## config.mk

```make
export PLATFORM = sky130hd
export DESIGN_NAME = mem_pipe_reg
export DESIGN_NICKNAME = d
export VERILOG_FILES = /design/src/rtl/mem_pipe_reg.sv
export SDC_FILE = /design/constraint.sdc
export NUM_CORES = 1
export LEC_CHECK = 0
export CORE_MARGIN = 10
export CORE_UTILIZATION = 45
export CTS_BUF_LIST = sky130_fd_sc_hd__clkbuf_16
export DETAILED_ROUTE_END_ITERATION = 8
export PLACE_DENSITY = 0.73
export SETUP_SLACK_MARGIN = 0.05
export SLEW_MARGIN = 20
export SYNTH_ARGS = -nofsm -noshare
export SYNTH_HDL_FRONTEND = slang
export SYNTH_SLANG_ARGS = --single-unit
```

## constraint.sdc

```tcl
create_clock -name clk -period 19.3 [get_ports clk]
set_input_delay 3.86 -clock clk [delete_from_list [all_inputs] [get_ports clk]]
set_output_delay 3.86 -clock clk [all_outputs]
set_load 0.01 [all_outputs]
```

## src/rtl/mem_pipe_reg.sv

```systemverilog
// Memory-stage pipeline register with a two-entry (main + skid) buffer.
// Captures SRAM read data alongside each entry and extracts/extends load
// data from the head entry, driving both writeback and forwarding buses.
module mem_pipe_reg #(
    parameter int unsigned BUS_WD = 50,
    parameter int unsigned DATA_W = 64,
    parameter int unsigned CNT_W  = 32
) (
    input  logic              clk,
    input  logic              rst,
    input  logic              flush,
    input  logic              in_valid,
    output logic              in_ready,
    input  logic [BUS_WD-1:0] in_bus,
    input  logic              in_ld,
    input  logic [1:0]        in_ld_size,
    input  logic              in_ld_uns,
    input  logic [2:0]        in_ld_off,
    input  logic              in_rf_we,
    input  logic [4:0]        in_rf_waddr,
    input  logic [DATA_W-1:0] in_result,
    input  logic [DATA_W-1:0] sram_rdata,
    output logic              out_valid,
    input  logic              out_ready,
    output logic [BUS_WD-1:0] out_bus,
    output logic              out_rf_we,
    output logic [4:0]        out_rf_waddr,
    output logic [DATA_W-1:0] out_wdata,
    output logic              fwd_valid,
    output logic              fwd_rf_we,
    output logic [4:0]        fwd_rf_waddr,
    output logic [DATA_W-1:0] fwd_data,
    output logic [CNT_W-1:0]  hold_cnt
);

    typedef struct packed {
        logic [BUS_WD-1:0] bus;
        logic              ld;
        logic [1:0]        ld_size;
        logic              ld_uns;
        logic [2:0]        ld_off;
        logic              rf_we;
        logic [4:0]        rf_waddr;
        logic [DATA_W-1:0] result;
        logic [DATA_W-1:0] rdata;
    } entry_t;

    entry_t main_q, main_d;
    entry_t skid_q, skid_d;
    entry_t in_entry;

    logic main_valid_q, main_valid_d;
    logic skid_valid_q, skid_valid_d;
    logic accept, pop;

    logic [CNT_W-1:0] hold_cnt_q;
    logic [DATA_W-1:0] wdata;

    // Bundle the incoming fields, including the raw SRAM word for this entry.
    always_comb begin
        in_entry          = '0;
        in_entry.bus      = in_bus;
        in_entry.ld       = in_ld;
        in_entry.ld_size  = in_ld_size;
        in_entry.ld_uns   = in_ld_uns;
        in_entry.ld_off   = in_ld_off;
        in_entry.rf_we    = in_rf_we;
        in_entry.rf_waddr = in_rf_waddr;
        in_entry.result   = in_result;
        in_entry.rdata    = sram_rdata;
    end

    // in_ready comes purely from the skid valid register.
    assign in_ready = !skid_valid_q;
    assign accept   = in_valid && in_ready && !flush;
    assign pop      = main_valid_q && out_ready;

    // Next-state for the main/skid slots; flush overrides accept and pop.
    always_comb begin
        main_d       = main_q;
        skid_d       = skid_q;
        main_valid_d = main_valid_q;
        skid_valid_d = skid_valid_q;
        if (flush) begin
            main_valid_d = 1'b0;
            skid_valid_d = 1'b0;
        end else if (pop) begin
            if (skid_valid_q) begin
                // Skid advances to head; a new entry (if any) refills skid.
                main_d       = skid_q;
                main_valid_d = 1'b1;
                skid_valid_d = accept;
                if (accept) begin
                    skid_d = in_entry;
                end
            end else begin
                main_valid_d = accept;
                if (accept) begin
                    main_d = in_entry;
                end
            end
        end else if (accept) begin
            if (main_valid_q) begin
                skid_d       = in_entry;
                skid_valid_d = 1'b1;
            end else begin
                main_d       = in_entry;
                main_valid_d = 1'b1;
            end
        end
    end

    // Valid bits: cleared asynchronously on reset.
    always_ff @(posedge clk or posedge rst) begin
        if (rst) begin
            main_valid_q <= 1'b0;
            skid_valid_q <= 1'b0;
        end else begin
            main_valid_q <= main_valid_d;
            skid_valid_q <= skid_valid_d;
        end
    end

    // Payload registers are don't-care while invalid, so they carry no reset.
    always_ff @(posedge clk) begin
        main_q <= main_d;
        skid_q <= skid_d;
    end

    // Stall counter: counts head-stalled cycles, saturating, untouched by flush.
    always_ff @(posedge clk or posedge rst) begin
        if (rst) begin
            hold_cnt_q <= '0;
        end else if (main_valid_q && !out_ready && (hold_cnt_q != '1)) begin
            hold_cnt_q <= hold_cnt_q + CNT_W'(1);
        end
    end

    // Load lane select and extension from the head entry's captured SRAM word.
    always_comb begin
        logic [63:0] raw64;
        logic [63:0] shifted;
        logic [63:0] ext64;
        logic [2:0]  off_eff;
        logic [7:0]  lane8;
        logic [15:0] lane16;
        logic [31:0] lane32;
        logic        sx;

        raw64   = 64'(main_q.rdata);
        off_eff = main_q.ld_off;
        // A 32-bit data word has no upper half to select.
        if (DATA_W == 32) begin
            off_eff[2] = 1'b0;
        end
        sx      = !main_q.ld_uns;
        shifted = '0;
        lane8   = '0;
        lane16  = '0;
        lane32  = '0;
        ext64   = '0;
        case (main_q.ld_size)
            2'd0: begin
                shifted = raw64 >> {off_eff, 3'b000};
                lane8   = shifted[7:0];
                ext64   = {{56{sx & lane8[7]}}, lane8};
            end
            2'd1: begin
                shifted = raw64 >> {off_eff[2:1], 4'b0000};
                lane16  = shifted[15:0];
                ext64   = {{48{sx & lane16[15]}}, lane16};
            end
            2'd2: begin
                shifted = raw64 >> {off_eff[2], 5'b00000};
                lane32  = shifted[31:0];
                ext64   = {{32{sx & lane32[31]}}, lane32};
            end
            default: begin
                if (DATA_W == 64) begin
                    ext64 = raw64;
                end else begin
                    // Doubleword on a 32-bit path degenerates to the full word.
                    lane32 = raw64[31:0];
                    ext64  = {{32{sx & lane32[31]}}, lane32};
                end
            end
        endcase
        wdata = main_q.ld ? ext64[DATA_W-1:0] : main_q.result;
    end

    // Head outputs; write enables are masked by the head valid bit.
    always_comb begin
        out_valid    = main_valid_q;
        out_bus      = main_q.bus;
        out_rf_we    = main_valid_q && main_q.rf_we;
        out_rf_waddr = main_q.rf_waddr;
        out_wdata    = wdata;
        fwd_valid    = main_valid_q;
        fwd_rf_we    = main_valid_q && main_q.rf_we;
        fwd_rf_waddr = main_q.rf_waddr;
        fwd_data     = wdata;
        hold_cnt     = hold_cnt_q;
    end

endmodule

```

# --- Word level (Yosys, flattened, before mapping) ---
# Index checks and enable logic that the tools add are counted.
classes:
  addsub: 1
  mul: 0
  n_div: 0
  order_cmp: 0
  eq_ne: 5
  shifts: 3
  n_mux: 20
  bitwise_logic: 4
  n_reduce_logical: 19
op_table:
  columns: ["op", "n"]
  rows:
  - ["2-to-1 mux 191 bit", 9]
  - ["one-hot mux 64 bit (3 select lines)", 1]
  - ["2-to-1 mux 64 bit", 1]
  - [">> shifter 64 x 6 -> 16 bit", 1]
  - [">> shifter 64 x 6 -> 32 bit", 1]
  - [">> shifter 64 x 6 -> 8 bit", 1]
  - ["adder 32 x 1 -> 32 bit, second input constant", 1]
  - ["!= test 32 bit, second input constant", 1]
  - ["2-to-1 mux 1 bit", 9]
  - ["AND reduction 4 bit", 2]
  - ["logical AND 1 bit", 6]
  - ["nonzero test 2 bit", 3]
  - ["nonzero test 3 bit", 2]
  - ["logical NOT 1 bit", 4]
  - ["AND 1 bit", 3]
  - ["equality test 2 x 1 -> 1 bit, second input constant", 1]
  - ["equality test 2 bit, second input constant", 1]
  - ["logical NOT 2 bit", 1]
  - ["!= test 2 x 1 -> 1 bit, second input constant", 1]
  - ["!= test 2 bit, second input constant", 1]
  - ["AND reduction 2 bit", 1]
  - ["inverter 1 bit", 1]
totals:
  register_bits: 416
  latchBits: 0
  ram_bits: 0
  romBits: 0
  out_inout_bits: 225
  wordCells: 73
  memories: 0

# --- Logic depth before layout (Yosys ltp) ---
depth:
  word_depth: 6
  depth_mapped: 9

# --- Least setup slack after synthesis ---
# No wires, ideal clock.
synth_timing:
  path_kind: "input to register"
  from: "input port out_ready"
  to: "register main_q, in the netlist fwd_rf_waddr[0] (enable)"
  setup_ps: 1026
  t_arrival_ps: 17996
  required_ps: 18274
  slack_ps: 277
  cell_stages: 2
  path_buffers: 0
  cell_sequence: "and2b_1 > a211oi_1"
synth_between:
  elab_chain_cells: 3
  elab_cells_between_ends: 4
  classes_between: "eq/ne: 1; reduce/logical: 3"
synth_rtl:
  columns: ["element", "line", "rtl"]
  rows:
  - ["from (decl)", "24", "input logic out_ready,"]
  - ["logical AND 1 bit *", "76", "assign pop = main_valid_q && out_ready;"]
  - ["!= test 2 x 1 -> 1 bit (no line) / nonzero test 2 bit (equally long branches)", null, null]
  - ["AND reduction 4 bit (no line) *", null, null]
  - ["to (signal assigned)", "126", "main_q <= main_d;"]
  - ["to (decl)", "48", "entry_t main_q, main_d;"]
# Every way passes the cells marked *; elsewhere a longest branch is shown, timed or not.
# A chain may end at the register's enable or synchronous reset.

# --- Final worst setup path ---
layout_timing:
  from: "register main_q[136] (netlist name)"
  to: "output port out_wdata[57]"
layout_between:
  elab_chain_cells: 4
  elab_cells_between_ends: 8
  classes_between: "shift: 3; mux: 2; bitwise: 3"
layout_rtl:
  columns: ["element", "line", "rtl"]
  rows:
  - [">> shifter 64 x 6 -> 32 bit (tied with other cells)", "174", "shifted = raw64 >> {off_eff[2], 5'b00000};"]
  - ["AND 1 bit, on equally long branches", "176, 166, 171", null]
  - ["one-hot mux 64 bit (3 select lines) *", "162", "case (main_q.ld_size)"]
  - ["2-to-1 mux 64 bit *", "188", "wdata = main_q.ld ? ext64[DATA_W-1:0] : main_q.result;"]
  - ["to (decl)", "28", "output logic [DATA_W-1:0] out_wdata,"]
# Marks and branches as above.

==> impl_results.md <==
- Worst-path clk slew: 0.06 ns
- Vias in the first global route: 12089
- Part of the power in combinational logic: 11.9%
- Post-Syn Area: 18600 um^2
- Synth area leaders: edfxtp_1 (62%), mux2_2 (12%), buf_4 (5.1%), dfrtp_1 (4.6%), mux4_2 (1.8%)
- Relative slew slack: 8.93%
- Antenna Violating Nets Remaining: 0
- TNS Setup: 0 ns
- Final worst path period share: 41.4%
- Multi-input gate area: 5050 um^2
- Synth unique cells: 48
- RSZ-0062 raised after global routing: false
- CTS root buffer: clkbuf_16
- Max Slew Vio Count: 0
- Fillers: 3144
- Vias after detailed routing: 11500
- Post-CTS setup buffers: 0
- Type of origin of the critical path: flip-flop
- Cell leakage power: 8.24 nW
- DP Wirelength: 37800 um
- Initial core utilization: 45.5%
- Core area: 40800 um^2
- Max Clock Skew: 0.0201 ns
- # port buffers: 420
- Total power: 2.14 mW
- Vias per cell: 5.46
- Maximum clock rate: 0.125 GHz
- Cell count after synthesis: 1234
- Final setup violation count: 0
- Dpl ws: 11.72 ns
- Clock buffer count from CTS: 46
- Async SR Flop Fraction: 8.17%
- Die height: 223 um
- Pre-Repair DR Iteration Count: 5
- Net Sw Frac: 23.0%
- Worst Max-Slew Pin Slew: 1.37 ns
- Largest net degree at the start of global routing: 179
- Area after DPL: 22400 um^2
- Max-cap violation count: 0
- Top_reg_cell synth: edfxtp_1
- Int Pwr: 1.65 mW
- Post-synth EDFFs: 382
- Layout Nets: 1725
- Layout cells sized above 1: 19.6%
- Die width: 223 um
- Worst hold path class: reg -> reg
- Inst Count DP: 2011
- Worst Hold Slack: 0.503 ns
- Flop pwr share: 49.0%
- Final cell count without fillers: 2107
- First-pass GRT wire length: 79400 um
- YS warnings: 0
- Starting DRT DRC Count: 954
- Syn Area/Cell: 15.0 um^2
- Max FO, Critical Path: 52
- Max Buffers Root-to-Sink: 3
- Outcome: finished, final reports clean
- Post-synthesis sequential area ratio: 66.4%
- Clock power share: 39.1%
- Layout Utilization: 58.4%
- Critical Path AT: 4.14 ns
- DIE AREA: 49800 um^2
- Post-synth top area cell: edfxtp_1
- Most common cell in the netlist: edfxtp_1
- Post-CTS sizing: 0
- Overall Global Routing Usage: 20.9%
- Top cells by count, synth: edfxtp_1 (382), mux2_2 (204), buf_4 (126)
- Storage element area: 12300 um^2
- Synthesis-to-layout area growth: 28.6%
- Setup crit end kind: output pin
- Sink Count: 416
- Total gr overflow: 0
- Design Area, Final: 23900 um^2
- Hold Buf Count CTS: 0
- WL final: 53800 um
- DRC viols: 0
- Synthesized flop and latch total: 416
- Routability congestion estimate: 0.896
- Final min period: 8.00 ns
- WS Path Type: reg -> out
- Power Density: 89.6 nW/um^2
- CTS tree: built
- WL/cell: 25.5 um
- Syn_nets: 1431
- Initial antenna violation count: 17
- Peak supply drop: 0.0726 mV
- Psw: 0.493 mW
- Yosys top cell area share: 61.8%
- Final setup margin: 11.30 ns
- H-tree level count: 2
- Top Ports: 421
- Critical Path RT: 15.44 ns
- Hold Vio Cnt, Final: 0
- Row cnt: 74
- Worst skew pair latency: 0.57 ns
==> sequential cells by signal, indices dropped and copies added (netlist names) <==
signal	cells
out_bus	50
hold_cnt	32
main_q	136
skid_q	191
fwd_valid	1
fwd_rf_waddr	5
skid_valid_q	1
==> power groups by stage <==
stage	sequential (mW)	combinational, mW	clock [mW]
final	1.05	0.255	0.836
after CTS	1.05	0.257	0.859
after detailed placement	1.07	0.255	0
after global routing	1.05	0.273	0.893
after global placement	1.07	0.251	0
after floorplan	1.07	0.127	0
==> cell families after synthesis <==
| logic type | synth area share, % |
|---|---|
| buffers and inverters | 6.59 |
| flip-flops | 66.4 |
| XOR/XNOR | 1.42 |
| AND/OR/NAND/NOR | 5.33 |
| multiplexers | 15.5 |
| AO/OA/AOI/OAI | 4.71 |
| adder cells (fa/ha/maj) | 0.0674 |
==> layout make-up <==
| cell class | instances | area share (%) |
|---|---|---|
| repair buffers | 431 | 18.2 |
| well taps | 532 | 2.79 |
| inverters | 8 | 0.126 |
| flip-flops and latches | 416 | 51.6 |
| clock inverters | 35 | 0.876 |
| diodes | 11 | 0.115 |
| multi-input cells | 625 | 21.2 |
| clock buffers | 49 | 5.14 |
==> path summary, 6_finish.rpt <==
check | from | to | slack [ns] | cells past startpoint
worst max-delay path | main_q[136]$_DFFE_PP_ | out_wdata[57] | 11.30 | 7
max in group asynchronous | rst | hold_cnt[4]$_DFFE_PP0P_ | 15.28 | 3
worst max register to register | fwd_valid$_DFFE_PP0P_ | main_q[28]$_DFFE_PP_ | 16.31 | 3
worst min-delay path | hold_cnt[10]$_DFFE_PP0P_ | hold_cnt[10]$_DFFE_PP0P_ | 0.50 | 1
worst min register to register | hold_cnt[10]$_DFFE_PP0P_ | hold_cnt[10]$_DFFE_PP0P_ | 0.50 | 1
min in group asynchronous | rst | hold_cnt[31]$_DFFE_PP0P_ | 3.69 | 3
==> cells in the final DEF (no fill, tap or decap), types with 3 or more instances in the layout <==
| master | instances |
|---|---|
| clkdlybuf4s50_1 | 420 |
| edfxtp_1 | 382 |
| mux2_2 | 204 |
| nor2_1 | 73 |
| a21oi_1 | 67 |
| nand2_1 | 53 |
| clkbuf_16 | 49 |
| dfrtp_1 | 34 |
| o21ai_0 | 26 |
| mux2i_1 | 24 |
| xnor2_1 | 22 |
| nand3_1 | 16 |
| mux4_2 | 15 |
| inv_1 | 15 |
| clkinv_1 | 14 |
| nand4_1 | 13 |
| o2bb2ai_1 | 13 |
| diode_2 | 11 |
| and3_1 | 9 |
| nor3_1 | 9 |
| xor2_1 | 8 |
| a31oi_1 | 8 |
| o22ai_1 | 8 |
| or3_1 | 8 |
| buf_4 | 8 |
| clkinv_2 | 6 |
| and4_1 | 5 |
| a211oi_1 | 5 |
| o221ai_1 | 5 |
| nand2b_1 | 4 |
| nor2b_1 | 4 |
| and2_1 | 3 |
==> worst max-delay path: stages (launching register included) <==
cell and delay, ns:
edfxtp_1 0.32, buf_4 0.57, mux4_2 0.57, and2_1 0.20, a2bb2oi_1 0.16, nor2_4 0.86, a21oi_1 0.24, clkdlybuf4s50_1 0.59
==> routing by layer <==
metal  wire length (um)  up-vias  global-route usage, %
met5                107        -                      0
met4               1700       16                   8.11
met3               5250      104                   7.74
met2              25800      510                   33.2
met1              21000     5728                   25.5
li1                   -     5142                      -
Note: power is estimated with default switching activity, not from simulation.
